$ cat src/rtl/ls_station_pkg.sv
// ls_station_pkg: shared tags, widths, funct3 codes, FSM states and bundles
// Helpers: operand snoop, address forcing, misalign test, store lanes.
package ls_station_pkg;

  localparam int WORD_W    = 32;
  localparam int REGADDR_W = 5;
  localparam int REGTAG_W  = 3;

  localparam logic [REGTAG_W-1:0] UNLOCKED   = 3'd0;
  localparam logic [REGTAG_W-1:0] ALU_MASTER = 3'd1;
  localparam logic [REGTAG_W-1:0] ALU_SALVER = 3'd2;
  localparam logic [REGTAG_W-1:0] LOAD_STORE = 3'd3;
  localparam logic [REGTAG_W-1:0] ALU_MISAKA = 3'd4;

  localparam logic [2:0] F3_B  = 3'b000;
  localparam logic [2:0] F3_H  = 3'b001;
  localparam logic [2:0] F3_W  = 3'b010;
  localparam logic [2:0] F3_BU = 3'b100;
  localparam logic [2:0] F3_HU = 3'b101;

  typedef logic [WORD_W-1:0] word_t;

  typedef enum logic [1:0] {
    S_IDLE, S_WAIT, S_REQ, S_WB
  } ls_state_e;

  typedef struct packed {
    logic                 st;
    logic [2:0]           f3;
    word_t                off;
    logic [REGADDR_W-1:0] aw;
  } ls_op_t;

  typedef struct packed {
    logic [REGTAG_W-1:0] tag;
    word_t               data;
  } opnd_t;

  function automatic opnd_t snoop(
    opnd_t o,
    logic e0, word_t d0,
    logic e1, word_t d1,
    logic e3, word_t d3
  );
    if (o.tag == ALU_MASTER && e0)
      return '{tag: UNLOCKED, data: d0};
    if (o.tag == ALU_SALVER && e1)
      return '{tag: UNLOCKED, data: d1};
    if (o.tag == ALU_MISAKA && e3)
      return '{tag: UNLOCKED, data: d3};
    return o;
  endfunction

  // f3[1] marks word, f3[0] marks half
  function automatic word_t force_align(
    word_t a, logic [2:0] f3
  );
    if (f3[1]) return {a[31:2], 2'b00};
    if (f3[0]) return {a[31:1], 1'b0};
    return a;
  endfunction

  function automatic logic misaligned(
    logic [1:0] a, logic [2:0] f3
  );
    if (f3[1]) return |a;
    if (f3[0]) return a[0];
    return 1'b0;
  endfunction

  function automatic logic [3:0] store_be(
    logic [1:0] a, logic [2:0] f3
  );
    if (f3[1]) return 4'b1111;
    if (f3[0]) return 4'b0011 << a;
    return 4'b0001 << a;
  endfunction

  function automatic word_t store_data(
    word_t y, logic [2:0] f3
  );
    if (f3[1]) return y;
    if (f3[0]) return {2{y[15:0]}};
    return {4{y[7:0]}};
  endfunction

endpackage

$ cat src/rtl/ls_station_if.sv
// ls_station_if: memory request bus between load/store station and memory
// master drives req/we/addr/wdata/be; slave returns ready and rdata.
interface ls_station_if;
  import ls_station_pkg::*;

  logic       mem_req_out;
  logic       mem_we_out;
  word_t      mem_addr_out;
  word_t      mem_wdata_out;
  logic [3:0] mem_be_out;
  logic       mem_ready_in;
  word_t      mem_rdata_in;

  modport master (
    output mem_req_out, mem_we_out, mem_addr_out,
    output mem_wdata_out, mem_be_out,
    input  mem_ready_in, mem_rdata_in
  );

  modport slave (
    input  mem_req_out, mem_we_out, mem_addr_out,
    input  mem_wdata_out, mem_be_out,
    output mem_ready_in, mem_rdata_in
  );
endinterface

$ cat src/rtl/ls_extend.sv
// ls_extend: picks the loaded lane from a read word and sign/zero-extends it
// Ports: rdata (word), lane (addr[1:0]), f3 (funct3) -> word.
module ls_extend
  import ls_station_pkg::*;
(
  input  word_t      rdata,
  input  logic [1:0] lane,
  input  logic [2:0] f3,
  output word_t      word
);

  logic [7:0]  b;
  logic [15:0] h;

  always_comb begin
    b = rdata[7:0];
    case (lane)
      2'd0: b = rdata[7:0];
      2'd1: b = rdata[15:8];
      2'd2: b = rdata[23:16];
      2'd3: b = rdata[31:24];
      default: b = rdata[7:0];
    endcase
  end

  assign h = lane[1] ? rdata[31:16] : rdata[15:0];

  always_comb begin
    word = rdata;
    unique case (1'b1)
      (f3[1:0] == 2'b00): word = {{24{~f3[2] & b[7]}}, b};
      (f3[1:0] == 2'b01): word = {{16{~f3[2] & h[15]}}, h};
      default:            word = rdata;
    endcase
  end

endmodule

$ cat src/rtl/ls_station.sv
// ls_station: load/store reservation station; waits on tags, issues one memory
// request, writes loads back on bus 2. Ports: issue, snoop buses 0/1/3, mem, wb bus 2.
// LS_ALIGN_CHECK_EN adds ls_misalign_out and traps misaligned H/HU/W.
module ls_station
  import ls_station_pkg::*;
(
  input  logic                 clk,
  input  logic                 rst,
  input  logic                 ls_en_in,
  input  logic [3:0]           ls_op_in,
  input  word_t                ls_offset_in,
  input  logic [REGTAG_W-1:0]  ls_tagx_in,
  input  logic [REGTAG_W-1:0]  ls_tagy_in,
  input  word_t                ls_datax_in,
  input  word_t                ls_datay_in,
  input  logic [REGADDR_W-1:0] ls_addrw_in,
  input  logic                 en_mw0,
  input  word_t                write_data0,
  input  logic                 en_mw1,
  input  word_t                write_data1,
  input  logic                 en_mw3,
  input  word_t                write_data3,
  output logic                 ls_busy_out,
`ifdef LS_ALIGN_CHECK_EN
  output logic                 ls_misalign_out,
`endif
  ls_station_if.master         mem,
  output logic                 en_mw2,
  output logic [REGADDR_W-1:0] reg_write_addr2,
  output word_t                write_data2
);

  ls_state_e  state_q, state_d;
  ls_op_t     op_q;
  opnd_t      x_q, y_q, x_n, y_n;
  word_t      addr_q, wd_q, ld_q, ext;
  logic [3:0] be_q;
  logic       busy_q;
  logic       idle, req, wb, enter_req, mis_d;
  logic       cst;
  logic [2:0] cf3;
  word_t      coff, cx, cy, ea;

  assign x_n = snoop(x_q, en_mw0, write_data0,
                     en_mw1, write_data1, en_mw3, write_data3);
  assign y_n = snoop(y_q, en_mw0, write_data0,
                     en_mw1, write_data1, en_mw3, write_data3);

  // Operands come straight from the issue port on accept,
  // otherwise from the (post-snoop) latched copy.
  assign idle = state_q == S_IDLE;
  assign cst  = idle ? ls_op_in[3]   : op_q.st;
  assign cf3  = idle ? ls_op_in[2:0] : op_q.f3;
  assign coff = idle ? ls_offset_in  : op_q.off;
  assign cx   = idle ? ls_datax_in   : x_n.data;
  assign cy   = idle ? ls_datay_in   : y_n.data;

`ifdef LS_ALIGN_CHECK_EN
  assign ea = cx + coff;
`else
  assign ea = force_align(cx + coff, cf3);
`endif

  always_comb begin
    state_d = state_q;
    mis_d   = 1'b0;
    case (state_q)
      S_IDLE:
        if (ls_en_in)
          state_d = (ls_tagx_in == UNLOCKED &&
                     ls_tagy_in == UNLOCKED) ? S_REQ : S_WAIT;
      S_WAIT:
        if (x_n.tag == UNLOCKED && y_n.tag == UNLOCKED)
          state_d = S_REQ;
      S_REQ:
        if (mem.mem_ready_in)
          state_d = op_q.st ? S_IDLE : S_WB;
      S_WB:
        state_d = S_IDLE;
      default:
        state_d = S_IDLE;
    endcase
    enter_req = state_d == S_REQ && state_q != S_REQ;
`ifdef LS_ALIGN_CHECK_EN
    if (enter_req && misaligned(ea[1:0], cf3)) begin
      state_d   = S_IDLE;
      mis_d     = 1'b1;
      enter_req = 1'b0;
    end
`endif
  end

  always_ff @(posedge clk or negedge rst) begin
    if (!rst) begin
      state_q <= S_IDLE;
      busy_q  <= 1'b0;
      op_q    <= '0;
      x_q     <= '0;
      y_q     <= '0;
      addr_q  <= '0;
      wd_q    <= '0;
      be_q    <= '0;
      ld_q    <= '0;
    end else begin
      state_q <= state_d;
      busy_q  <= state_d != S_IDLE;
      if (idle && ls_en_in) begin
        op_q <= '{st: ls_op_in[3], f3: ls_op_in[2:0],
                  off: ls_offset_in, aw: ls_addrw_in};
        x_q  <= '{tag: ls_tagx_in, data: ls_datax_in};
        y_q  <= '{tag: ls_tagy_in, data: ls_datay_in};
      end else if (state_q == S_WAIT) begin
        x_q <= x_n;
        y_q <= y_n;
      end
      if (enter_req) begin
        addr_q <= ea;
        be_q   <= cst ? store_be(ea[1:0], cf3) : 4'b1111;
        wd_q   <= store_data(cy, cf3);
      end
      if (state_q == S_REQ && mem.mem_ready_in && !op_q.st)
        ld_q <= ext;
    end
  end

`ifdef LS_ALIGN_CHECK_EN
  logic mis_q;

  always_ff @(posedge clk or negedge rst) begin
    if (!rst) mis_q <= 1'b0;
    else      mis_q <= mis_d;
  end

  assign ls_misalign_out = mis_q;
`endif

  ls_extend u_ext (
    .rdata (mem.mem_rdata_in),
    .lane  (addr_q[1:0]),
    .f3    (op_q.f3),
    .word  (ext)
  );

  // Request/write-back fields are zero outside their states so a
  // reset (which forces IDLE) clears every output at once.
  assign req = state_q == S_REQ;
  assign wb  = state_q == S_WB;

  assign ls_busy_out       = busy_q;
  assign mem.mem_req_out   = req;
  assign mem.mem_we_out    = req & op_q.st;
  assign mem.mem_addr_out  = req ? addr_q : '0;
  assign mem.mem_be_out    = req ? be_q : '0;
  assign mem.mem_wdata_out = (req & op_q.st) ? wd_q : '0;

  assign en_mw2          = wb & (|op_q.aw);
  assign reg_write_addr2 = wb ? op_q.aw : '0;
  assign write_data2     = wb ? ld_q : '0;

endmodule

$ cat src/flat_wrapper.sv
// flat-port wrapper written by rule: the top's interface ports become plain ports
module ls_station_flat import ls_station_pkg::*;
  (clk, rst, ls_en_in, ls_op_in, ls_offset_in, ls_tagx_in, ls_tagy_in, ls_datax_in, ls_datay_in, ls_addrw_in, en_mw0, write_data0, en_mw1, write_data1, en_mw3, write_data3, ls_busy_out, en_mw2, reg_write_addr2, write_data2, mem_mem_req_out, mem_mem_we_out, mem_mem_addr_out, mem_mem_wdata_out, mem_mem_be_out, mem_mem_ready_in, mem_mem_rdata_in);
  ls_station_if mem_i ();
  input  logic clk;
  input  logic rst;
  input  logic ls_en_in;
  input  logic [3:0] ls_op_in;
  input  word_t ls_offset_in;
  input  logic [REGTAG_W-1:0] ls_tagx_in;
  input  logic [REGTAG_W-1:0] ls_tagy_in;
  input  word_t ls_datax_in;
  input  word_t ls_datay_in;
  input  logic [REGADDR_W-1:0] ls_addrw_in;
  input  logic en_mw0;
  input  word_t write_data0;
  input  logic en_mw1;
  input  word_t write_data1;
  input  logic en_mw3;
  input  word_t write_data3;
  output logic ls_busy_out;
  output logic en_mw2;
  output logic [REGADDR_W-1:0] reg_write_addr2;
  output word_t write_data2;
  output wire logic [$bits(mem_i.mem_req_out)-1:0] mem_mem_req_out;
  output wire logic [$bits(mem_i.mem_we_out)-1:0] mem_mem_we_out;
  output wire logic [$bits(mem_i.mem_addr_out)-1:0] mem_mem_addr_out;
  output wire logic [$bits(mem_i.mem_wdata_out)-1:0] mem_mem_wdata_out;
  output wire logic [$bits(mem_i.mem_be_out)-1:0] mem_mem_be_out;
  input wire logic [$bits(mem_i.mem_ready_in)-1:0] mem_mem_ready_in;
  input wire logic [$bits(mem_i.mem_rdata_in)-1:0] mem_mem_rdata_in;
  assign mem_mem_req_out = mem_i.mem_req_out;
  assign mem_mem_we_out = mem_i.mem_we_out;
  assign mem_mem_addr_out = mem_i.mem_addr_out;
  assign mem_mem_wdata_out = mem_i.mem_wdata_out;
  assign mem_mem_be_out = mem_i.mem_be_out;
  assign mem_i.mem_ready_in = mem_mem_ready_in;
  assign mem_i.mem_rdata_in = mem_mem_rdata_in;
  ls_station u_core (.clk(clk), .rst(rst), .ls_en_in(ls_en_in), .ls_op_in(ls_op_in), .ls_offset_in(ls_offset_in), .ls_tagx_in(ls_tagx_in), .ls_tagy_in(ls_tagy_in), .ls_datax_in(ls_datax_in), .ls_datay_in(ls_datay_in), .ls_addrw_in(ls_addrw_in), .en_mw0(en_mw0), .write_data0(write_data0), .en_mw1(en_mw1), .write_data1(write_data1), .en_mw3(en_mw3), .write_data3(write_data3), .ls_busy_out(ls_busy_out), .mem(mem_i), .en_mw2(en_mw2), .reg_write_addr2(reg_write_addr2), .write_data2(write_data2));
endmodule
$ cat config.mk
export PLATFORM = sky130hd
export DESIGN_NAME = ls_station_flat
export DESIGN_NICKNAME = d
export VERILOG_FILES = /design/src/rtl/ls_station_pkg.sv /design/src/rtl/ls_station_if.sv /design/src/rtl/ls_extend.sv /design/src/rtl/ls_station.sv /design/src/flat_wrapper.sv
export SDC_FILE = /design/constraint.sdc
export NUM_CORES = 1
export LEC_CHECK = 0
export ABC_AREA = 1
export BUFFER_PORTS_ARGS = -buffer_cell sky130_fd_sc_hd__buf_2
export CAP_MARGIN = 15
export CORE_MARGIN = 2
export CORE_UTILIZATION = 54
export DETAILED_ROUTE_END_ITERATION = 10
export PLACE_DENSITY = 0.83
export SYNTH_ARGS = -nofsm -noshare
export SYNTH_HDL_FRONTEND = slang
export SYNTH_SLANG_ARGS = --single-unit
$ cat constraint.sdc
create_clock -name clk -period 3.6 [get_ports clk]
set_clock_uncertainty 0.2 [all_clocks]
set_input_delay 0.72 -clock clk [delete_from_list [all_inputs] [get_ports clk]]
set_output_delay 0.72 -clock clk [all_outputs]
set_load 0.1 [all_outputs]
==> flow_summary.yaml, run 1 <==
run_status:
  outcome: "finished clean"
drt:
  num_vias: 18130
  routed_wl_um: 61480
  drc_errors: 0
  antenna_left: 0
  first_iter_violations: 2288
  wl_per_cell_um: 19.09
  routed_via_density: 5.632
  dr.pass1.iters: 6
critical_path:
  cp-startpoint: "u_core.state_q[1]$_DFF_PN0_"
  end_kind: "output port"
  cp.required_ns: 2.68
  cp_max_fo: 32
  crit_end: "mem_mem_wdata_out[22]"
  timing.rr.end: "u_core.addr_q[31]$_DFFE_PN0P_"
  crit_type: "reg2out"
  start_kind: "flop"
  critical_path_arrival_ns: 2.51
  r2r-start: "u_core.x_q[32]$_DFFE_PN0P_"
  rrSetupSlack_ns: 0.23
  reg2reg_depth: 19
yosys:
  ys_seq_area_share_pct: 34.52
  ys_types: 40
  synth_seq_cells: 214
  synth_nets: 2713
  syn-cell-area_mm2: 0.01551
  syn_inst: 2435
  avgSynthCellArea_um2: 6.371
  yosysWarnings: 0
layout:
  synthToLayoutAreaGrowth_pct: 25.18
  drive_above_1_share_pct: 21.36
  num-fill-cells: 2522
  final_cells: 3220
  register_area_mm2: 0.005355
  final_cell_area_mm2: 0.01942
  nets: 3091
  multiInputGateArea_mm2: 0.008319
timing:
  drv_slew: 0
  worst_slew_pin_slew_ns: 1.085
  rsz0062_at_grt: "false"
  setup_viol: 0
  layout_min_cycle_time_ns: 3.430
  relSlewSlack_pct: 27.68
  finalCritPeriodShare_pct: 95.29
  hold_viol_final: 0
  fmax_mhz: 291.5
power_and_ir_drop:
  powerDensity_mw_per_mm2: 1195
  post-layout-total-power_w: 0.02320
  peakVddDrop_uv: 735.5
  p_leak_nw: 10.77
global_route:
  grt_pass1_wl_um: 95180
  grt_pass1_vias: 17110
  grtUsageMet2_pct: 63.77
  grt_max_degree: 111
  grt-busiest-layer: "met2"
  grt_overflow: 0
  grtUsageMet1_pct: 54.83
  grt_use_total_pct: 40.21
  antenna_found_initial: 5
  use_met3_pct: 5.943
cts:
  cts.htree.levels: 1
  postCtsHoldBufs: 0
  cts_buffers: 26
  clkSlewWorstSetupHoldPaths_ns: 0.07
  cts_sinks: 214
  clk_latency_ns: 0.55
  cts_root_buf: "clkbuf_16"
  cts_tree: "done"
  clockBufferDepth: 3
placement:
  dpl.cell_count: 3168
  placed_cell_area_mm2: 0.01850
  dpl.hpwl_um: 47820
  routabilityCongestion: 1.060
  numPortBuffers: 354
worst_hold_path:
  hold_class: "in2async"
die:
  start_util_pct: 54.49
  dieHeight_um: 173.5
  row_count: 62
  die_area_mm2: 0.03010
  ios: 355
  fp.coreArea_mm2: 0.02847
  die_x_um: 173.5
flow_run:
  drv_cap: 0
layer usage:
metal	vias up	part of all wire, %
met3	201	10
li1	8519	-
met1	8271	40
met4	4	5.1
met2	1139	45
met5	-	0.039
where the power goes:
| part | switching (W) | leakage (nW) | internal, W |
|---|---|---|---|
| registers | 0.000679 | 2.59 | 0.00363 |
| clock network | 0.00112 | 0.409 | 0.00156 |
| logic | 0.0107 | 7.77 | 0.00551 |
| total | 0.0125 | 10.8 | 0.0107 |
timing repair:
| action | in CTS | in global routing |
|---|---|---|
| setup endpoints to repair | 0 | 19 |
| setup buffers | 0 | 1 |
| resized for setup | 0 | 16 |
worst max-delay path: stages (launching register included):
cell and delay [ns]:
dfrtp_1 0.42, inv_1 0.11, nor2_4 0.16, inv_2 0.07, nor2_4 0.16, inv_2 0.04, buf_4 0.36, nor2_4 0.18
buf_2 0.44
worst min path at each step:
| stage | depth (start not counted) | endpoint | slack, ns | start |
|---|---|---|---|---|
| 2_1_floorplan | 0 | u_core.addr_q[0]$_DFFE_PN0P_ | 0.22 | rst |
| 3_3_place_gp | 2 | u_core.x_q[7]$_DFFE_PN0P_ | 0.26 | u_core.x_q[7]$_DFFE_PN0P_ |
| 3_5_place_dp | 2 | u_core.addr_q[20]$_DFFE_PN0P_ | 0.27 | u_core.addr_q[20]$_DFFE_PN0P_ |
| 4_1_cts | 1 | u_core.x_q[27]$_DFFE_PN0P_ | 0.06 | rst |
| 5_1_grt | 1 | u_core.x_q[27]$_DFFE_PN0P_ | 0.07 | rst |
| 6_report | 1 | u_core.x_q[26]$_DFFE_PN0P_ | 0.01 | rst |
cell type report:
| cell class | instances | share of cell area (%) |
|---|---|---|
| Multi-Input combinational cell | 1666 | 42.84 |
| Inverter | 430 | 8.324 |
| Tap cell | 384 | 2.474 |
| Clock buffer | 33 | 3.698 |
| Antenna cell | 4 | 0.05154 |
| Clock inverter | 14 | 0.7409 |
| Sequential cell | 214 | 27.58 |
| Timing Repair Buffer | 475 | 14.30 |
flip-flops by register name (all words and copies together) (netlist names):
| name | flops |
|---|---|
| u_core.addr_q | 32 |
| u_core.x_q | 35 |
| u_core.wd_q | 32 |
| u_core.ld_q | 32 |
| u_core.ls_busy_out | 1 |
| u_core.state_q | 2 |
| u_core.y_q | 35 |
| u_core.be_q | 4 |
| u_core.op_q | 41 |
per-stage QoR:
stage	util [%]	TNS (ns)	setup slack [ns]	hold WS, ns
floorplan	-	-1.972	-0.06277	0.2244
global placement	65.00	-0.9883	-0.1841	0.2629
detailed placement	65.00	-1.976	-0.1544	0.2650
CTS	68.02	0	0.1112	0.06270
global route	68.19	0	0.005338	0.07357
finish	68.21	0	0.1696	0.01018
Yosys cell counts:
master	instances	area [um^2]
o21a_1	4	30.03
a221oi_1	5	43.79
ha_1	31	387.9
a31o_2	1	8.760
or2_2	12	75.07
clkbuf_1	78	292.8
a221oi_2	1	15.01
buf_4	6	45.04
nor4_1	1	6.260
o21ai_0	199	996.0
inv_2	12	45.04
a21oi_2	1	8.760
o21ai_2	1	8.760
nor3_1	8	40.04
and2_1	1	6.260
a31oi_1	11	68.82
a22oi_1	8	60.06
inv_1	415	1558
buf_2	29	145.1
xor2_1	5	43.79
o22ai_1	38	237.7
a21oi_1	124	620.6
fa_1	1	20.02
xnor2_1	8	70.07
dfrtp_1	214	5355
o21ai_1	13	65.06
a211oi_2	1	12.51
o211ai_1	38	285.3
nor2_2	2	12.51
nor2_1	229	859.6
o21bai_1	10	75.07
nand2_1	664	2492
nand3b_1	19	142.6
buf_1	12	45.04
o221ai_1	40	350.3
nand2_2	3	18.77
nand4_1	5	31.28
nand3_1	180	900.9
nor2_4	2	22.52
clkinv_1	3	11.26
logic make-up after synthesis:
group                    Yosys count  synth area share [%]
AND/OR/NAND/NOR                 1126                 29.70
flip-flops                       214                 34.52
AO/OA/AOI/OAI                    495                 18.61
XOR/XNOR                          13                0.7339
buffers and inverters            555                 13.81
adder cells (fa/ha/maj)           32                 2.629
placed cells by master, fill, tap and decap left out, types with 17 or more instances in the layout:
| cell | count |
|---|---|
| nand3_1 | 180 |
| dfrtp_1 | 214 |
| a21oi_1 | 122 |
| o21ai_1 | 17 |
| o21ai_0 | 195 |
| buf_2 | 353 |
| o221ai_1 | 39 |
| nand3b_1 | 19 |
| ha_1 | 29 |
| nor2_4 | 34 |
| o22ai_1 | 38 |
| inv_1 | 414 |
| nand2_1 | 661 |
| clkbuf_16 | 27 |
| o211ai_1 | 38 |
| buf_4 | 114 |
| nor2_1 | 188 |
(Power assumes the default switching activity.)
==> run 2: changes to the inputs <==
--- a/config.mk
+++ b/config.mk
@@ -5,13 +5,11 @@
 export SDC_FILE = /design/constraint.sdc
 export NUM_CORES = 1
 export LEC_CHECK = 0
-export ABC_AREA = 1
 export BUFFER_PORTS_ARGS = -buffer_cell sky130_fd_sc_hd__buf_2
 export CAP_MARGIN = 15
-export CORE_MARGIN = 2
-export CORE_UTILIZATION = 54
+export CORE_UTILIZATION = 33
 export DETAILED_ROUTE_END_ITERATION = 10
-export PLACE_DENSITY = 0.83
+export PLACE_DENSITY = 0.57
 export SYNTH_ARGS = -nofsm -noshare
 export SYNTH_HDL_FRONTEND = slang
 export SYNTH_SLANG_ARGS = --single-unit
==> flow_summary.yaml, run 2 <==
run_status:
  outcome: "finished with violations"
  violations: "negative setup slack"
global_route:
  grt_max_degree: 82
  grt_pass1_wl_um: 96100
  antenna_found_initial: 17
  grt_use_total_pct: 28.01
  grt_pass1_vias: 15920
  grt_overflow: 0
yosys:
  async_flop_share_pct: 100.0
  synth_ff_type: "dfrtp_1"
  avgSynthCellArea_um2: 7.623
  synth_nets: 2216
  synth-edff-count: 0
  syn_inst: 1938
  syn-cell-area_mm2: 0.01477
  synth_top_cells_by_count: "494 x nand2_1, 214 x dfrtp_1, 182 x nor2_1"
  synth_top_area_share_pct: 36.25
  yosysTopAreaCell: "dfrtp_1"
  synthTopCellsByArea: "dfrtp_1 36%, nand2_1 13%, a21oi_1 5.5%"
  ys_seq_area_share_pct: 36.25
  yosysWarnings: 0
  synth.most_common_cell: "nand2_1"
  ys_types: 78
  synth_seq_cells: 214
power_and_ir_drop:
  powerDensity_mw_per_mm2: 1183
  p_leak_nw: 9.841
  peakVddDrop_uv: 566.8
critical_path:
  cp.required_ns: 3.84
  timing.rr.end: "u_core.addr_q[27]$_DFFE_PN0P_"
  r2r-start: "u_core.x_q[33]$_DFFE_PN0P_"
  rrSetupSlack_ns: -0.22
  start_kind: "flop"
  crit_type: "reg2reg"
  critical_path_arrival_ns: 4.06
  end_kind: "flop"
  cp_max_fo: 8
  reg2reg_depth: 18
layout:
  top_regs: "u_core.op_q x41, u_core.x_q x35, u_core.y_q x35"
  nets: 2633
  regMostFlops: "u_core.op_q"
  largest_register_ffs: 41
  final_common_cell: "nand2_1"
  synthToLayoutAreaGrowth_pct: 41.18
  num-fill-cells: 4383
  mostFrequentLayoutCells: "490 x nand2_1, 283 x buf_2, 213 x dfrtp_1"
  multiInputGateArea_mm2: 0.009335
  drive_above_1_share_pct: 30.04
  register_area_mm2: 0.005356
worst_hold_path:
  holdPathStages: 3
  hp-start: "ls_addrw_in[0]"
  hold_class: "in2reg"
  hold-path-endpoint: "u_core.op_q[0]$_DFFE_PN0P_"
drt:
  routed_via_density: 5.543
  dr.pass1.iters: 5
  num_vias: 16500
  drc_errors: 0
  routed_wl_um: 65240
  antenna_left: 0
  wl_per_cell_um: 21.92
  first_iter_violations: 1349
placement:
  dpl.hpwl_um: 49740
  routabilityCongestion: 1.004
  numPortBuffers: 354
timing:
  rsz0062_at_grt: "true"
  drv_slew: 0
  hold_ws_ns: 0.1503
  relSlewSlack_pct: 32.29
  fmax_mhz: 262.0
  finalCritPeriodShare_pct: 106.0
  worst_slew_pin_slew_ns: 1.016
  layout_min_cycle_time_ns: 3.816
  tns_ns: -1.550
  hold_viol_final: 0
  setup_ws_ns: -0.2163
  setup_viol: 14
die:
  row_count: 77
  fp.coreArea_mm2: 0.04422
  die_x_um: 213.6
  die_area_mm2: 0.04562
  start_util_pct: 33.41
  dieHeight_um: 213.6
  ios: 355
cts:
  clkSlewWorstSetupHoldPaths_ns: 0.06
  cts_root_buf: "clkbuf_16"
  cts_tree: "done"
  clockBufferDepth: 3
  clk_latency_ns: 0.57
  cts_buffers: 28
  cts.htree.levels: 1
  cts_sinks: 214
flow_run:
  drv_cap: 0
==> run 2: cell types whose count changed after synthesis, moves of 47 or more <==
cell	delta
nor2_1	-47
and3_1	+71
inv_1	-397
mux2i_1	+74
o21ai_0	-103
nand2_1	-170
nand3_1	-164
==> run 2: critical path, cell delays in order (launching register included) <==
cell and delay [ns]:
dfrtp_1 0.42, or4bb_4 0.58, nand2_4 0.10, buf_12 0.13, buf_4 0.11, a21oi_2 0.03
a221oi_2 0.20, a21oi_1 0.10, buf_4 0.17, ha_4 0.24, a21o_1 0.16, buf_4 0.13
o21bai_4 0.18, o31ai_2 0.31, a21oi_4 0.06, a211oi_2 0.19, buf_4 0.16, xor2_1 0.14
a21oi_1 0.08
==> run 2: worst max path at each step <==
| stage | end | slack [ns] | startpoint | cells past startpoint |
|---|---|---|---|---|
| final | u_core.addr_q[27]$_DFFE_PN0P_ | -0.22 | u_core.x_q[33]$_DFFE_PN0P_ | 18 |
| after CTS | u_core.addr_q[26]$_DFFE_PN0P_ | -0.20 | u_core.x_q[32]$_DFFE_PN0P_ | 17 |
| after floorplan | u_core.addr_q[28]$_DFFE_PN0P_ | -0.24 | en_mw0 | 17 |
| after detailed placement | u_core.addr_q[24]$_DFFE_PN0P_ | -0.67 | en_mw0 | 17 |
| after global placement | u_core.addr_q[27]$_DFFE_PN0P_ | -0.66 | en_mw0 | 18 |
| after global routing | u_core.addr_q[26]$_DFFE_PN0P_ | -0.40 | u_core.x_q[32]$_DFFE_PN0P_ | 17 |
==> run 2: area by class of cell <==
type | count | area share (%)
inverter | 18 | 0.3239
timing repair buffer | 541 | 20.89
sequential | 214 | 25.68
multi-input combinational | 1552 | 44.75
clock buffer | 44 | 4.229
clock inverter | 8 | 0.4919
tap | 592 | 3.551
antenna | 7 | 0.08398
==> run 2: stage by stage <==
stage | std cells | total power (W) | instance area, um^2 | setup slack (ns) | util, %
6_report | 2976 | 0.02468 | 20860 | -0.2163 | 47.17
3_5_place_dp | 2904 | 0.02029 | 19250 | -0.6711 | 43.53
2_1_floorplan | 1938 | 0.01443 | 14900 | -0.2415 | -
4_1_cts | 2965 | 0.02394 | 20530 | -0.2032 | 46.43
3_3_place_gp | 2904 | 0.02013 | 19250 | -0.6556 | 43.53
5_1_grt | 2972 | 0.02635 | 20850 | -0.3966 | 47.15
==> run 2: metal layers <==
metal / up-vias / part of all wire, % / GRT usage (%)
li1: 7671 / - / -
met1: 7938 / 41 / 35.32
met2: 734 / 46 / 45.85
met3: 138 / 9.1 / 7.528
met4: 14 / 3.6 / 10.12
met5: - / 0.14 / 0
==> run 2: what timing repair did <==
action / in CTS / in global routing
gates resized for setup: 46 / 53
buffers inserted: 8 / 4
endpoints found under the setup margin: 17 / 21
hold buffers: 1 / 0
pin swaps: 20 / 17
hold endpoints to repair: 49 / 0
==> run 2: logic make-up (layout without fill, tap and decap cells) <==
| logic type | count (synthesis) | after routing | share of synthesized area (%) |
|---|---|---|---|
| multiplexers | 89 | 89 | 6.233 |
| XOR/XNOR | 22 | 22 | 1.304 |
| AO/OA/AOI/OAI | 527 | 527 | 22.48 |
| other | 0 | 7 | 0 |
| buffers and inverters | 172 | 611 | 4.759 |
| adder cells (fa/ha/maj) | 32 | 32 | 2.761 |
| flip-flops | 214 | 214 | 36.25 |
| AND/OR/NAND/NOR | 882 | 882 | 26.21 |
==> run 2: power breakdown <==
group / total (W) / internal [W] / switching [W]
logic: 0.0172 / 0.00709 / 0.0101
registers: 0.00447 / 0.00363 / 0.000838
clock network: 0.00299 / 0.00182 / 0.00117
total: 0.0247 / 0.0125 / 0.0121
==> run 3: changes to the inputs <==
--- a/config.mk
+++ b/config.mk
@@ -9,6 +9,7 @@
 export CAP_MARGIN = 15
 export CORE_UTILIZATION = 33
 export DETAILED_ROUTE_END_ITERATION = 10
+export GPL_TIMING_DRIVEN = 0
 export PLACE_DENSITY = 0.57
 export SYNTH_ARGS = -nofsm -noshare
 export SYNTH_HDL_FRONTEND = slang
==> constraint.sdc (replaced) <==
create_clock -name clk -period 4.3 [get_ports clk]
set_clock_uncertainty 0.2 [all_clocks]
set_input_delay 0.86 -clock clk [delete_from_list [all_inputs] [get_ports clk]]
set_output_delay 0.86 -clock clk [all_outputs]
set_load 0.1 [all_outputs]
==> flow_summary.yaml, run 3 (synthesis gave the netlist of run 2 again) <==
timing:
  relSlewSlack_pct: 37.06
  rsz0062_at_grt: "true"
  hold_viol_final: 0
  layout_min_cycle_time_ns: 4.214
  setup_viol: 0
  fmax_mhz: 237.3
  finalCritPeriodShare_pct: 97.99
  drv_slew: 0
  worst_slew_pin_slew_ns: 0.9442
critical_path:
  crit_type: "reg2reg"
  start_kind: "flop"
  cp_top_family: "compound AO/OA/AOI/OAI gates"
  end_kind: "flop"
  critPathMaxStageDelay_ns: 0.45
  crit_top_cell: "a21oi_2"
  cp.required_ns: 4.56
  critical_path_arrival_ns: 4.48
  critPathBufInv: 3
  crit_chain: "and4bb_1 > buf_6 > nand2_1 > a21oi_2 > a221oi_2 > buf_4 > a21oi_4 > ha_4 > inv_1 > fa_2 > nor2b_4 > o31a_1 > o31ai_4 > a21oi_2 > o2111ai_2 > o211a_4 > o211a_1 > o41ai_2"
  rrSetupSlack_ns: 0.09
  cp_max_fo: 6
  cpMaxStageDelayCell: "dfrtp_2"
placement:
  placed_cell_area_mm2: 0.01735
  dpl.hpwl_um: 56680
  numPortBuffers: 353
  routabilityCongestion: 0.9902
layout:
  mostFrequentLayoutCells: "492 x nand2_1, 376 x buf_2, 209 x dfrtp_1"
  num-fill-cells: 4615
  nets: 2612
  largest_register_ffs: 41
  final_util_pct: 42.42
  top_regs: "u_core.op_q x41, u_core.x_q x35, u_core.y_q x35"
  final_cell_area_mm2: 0.01876
  final_common_cell: "nand2_1"
  synthToLayoutAreaGrowth_pct: 26.97
  drive_above_1_share_pct: 23.11
  regMostFlops: "u_core.op_q"
  register_area_mm2: 0.005361
  multiInputGateArea_mm2: 0.009025
drt:
  wl_per_cell_um: 24.38
  num_vias: 16680
  drc_errors: 0
  routed_wl_um: 71860
  routed_via_density: 5.660
  antenna_left: 0
  first_iter_violations: 1664
  dr.pass1.iters: 6
global_route:
  grt_use_total_pct: 30.83
  grt_overflow: 0
  antenna_found_initial: 7
  grt_pass1_wl_um: 103000
  grt_pass1_vias: 16060
  grt_max_degree: 101
die:
  dieHeight_um: 213.6
  fp.coreArea_mm2: 0.04422
  die_area_mm2: 0.04562
  start_util_pct: 33.41
  row_count: 77
  die_x_um: 213.6
  ios: 355
power_and_ir_drop:
  powerDensity_mw_per_mm2: 997.0
  peakVddDrop_uv: 517.7
  p_leak_nw: 9.046
cts:
  clkSlewWorstSetupHoldPaths_ns: 0.06
  cts_tree: "done"
  cts_buffers: 27
  cts_root_buf: "clkbuf_16"
  clockBufferDepth: 3
  cts_sinks: 214
  clk_latency_ns: 0.59
  cts.htree.levels: 1
run_status:
  outcome: "finished clean"
flow_run:
  drv_cap: 0
worst_hold_path:
  hold_class: "reg2reg"
-- run 3: cell count changes in the layout (fill, tap and decap cells not counted), sizes merged --
cell      change
buf         -117
inv           +2
clkbuf       +94
diode         -6
clkinvlp      -4
bufinv        -1
clkinv        +3
-- run 3: final timing paths --
check,from,cells past startpoint,endpoint
max,u_core.x_q[33]$_DFFE_PN0P_,18,u_core.addr_q[26]$_DFFE_PN0P_
min reg2reg,u_core.op_q[16]$_DFFE_PN0P_,2,u_core.op_q[16]$_DFFE_PN0P_
min,u_core.op_q[16]$_DFFE_PN0P_,2,u_core.op_q[16]$_DFFE_PN0P_
max in group asynchronous,rst,4,u_core.op_q[24]$_DFFE_PN0P_
max reg2reg,u_core.x_q[33]$_DFFE_PN0P_,18,u_core.addr_q[26]$_DFFE_PN0P_
min in group asynchronous,rst,2,u_core.wd_q[5]$_DFFE_PN0P_
-- run 3: metal layers --
metal | routed length, um | GRT usage [%] | up-vias
met4 | 3218 | 13.25 | 10
li1 | - | - | 7604
met5 | 67 | 0 | -
met3 | 6327 | 6.224 | 172
met1 | 30050 | 40.76 | 8010
met2 | 32200 | 48.79 | 884
-- run 3: layout make-up --
class                           instances  share of cell area, %
Multi-Input combinational cell       1552                  48.11
Sequential cell                       214                  28.58
Timing Repair Buffer                  371                  10.40
Clock buffer                           41                  4.309
Tap cell                              592                  3.949
Buffer                                150                  3.815
Clock inverter                          8                 0.4602
Inverter                               18                 0.3602
Antenna cell                            1                0.01334
-- run 3: worst reg2reg max path: cells and delay by family, from the launching register on --
kind                       cells  cell delay [ns]
adders and majority gates      2             0.55
buffers and inverters          3             0.35
and+or+nand+nor                3             0.53
AOI/OAI and AO/OA             10             2.04
DFF                            1             0.45
-- run 3: timing repair --
item,in CTS,in global routing
endpoints found under the setup margin,27,18
buffers inserted,4,11
pin swaps,3,16
gates resized for setup,56,74
endpoints found under the hold margin,43,0
hold buffers,1,0
gates cloned,0,0
-- run 3: through the flow --
step / TNS [ns] / instances / hold slack (ns) / total power (W) / worst slack [ns]
floorplan: 0 / 1938 / 0.2304 / 0.01191 / 0.06862
finish: 0 / 2947 / 0.2749 / 0.01870 / 0.08630
CTS: 0 / 2936 / 0.2638 / 0.01814 / 0.002891
global placement: -437.76 / 2883 / 0.2571 / 0.01534 / -1.994
detailed placement: -17.67 / 2885 / 0.2622 / 0.01546 / -1.112
global route: -0.09789 / 2947 / 0.2848 / 0.01993 / -0.05326
-- run 3: report_power, final --
group | total (W) | switching, W | internal (W)
combinational | 0.0127 | 0.00843 | 0.00422
sequential | 0.00369 | 0.000650 | 0.00304
clock | 0.00236 | 0.000999 | 0.00136
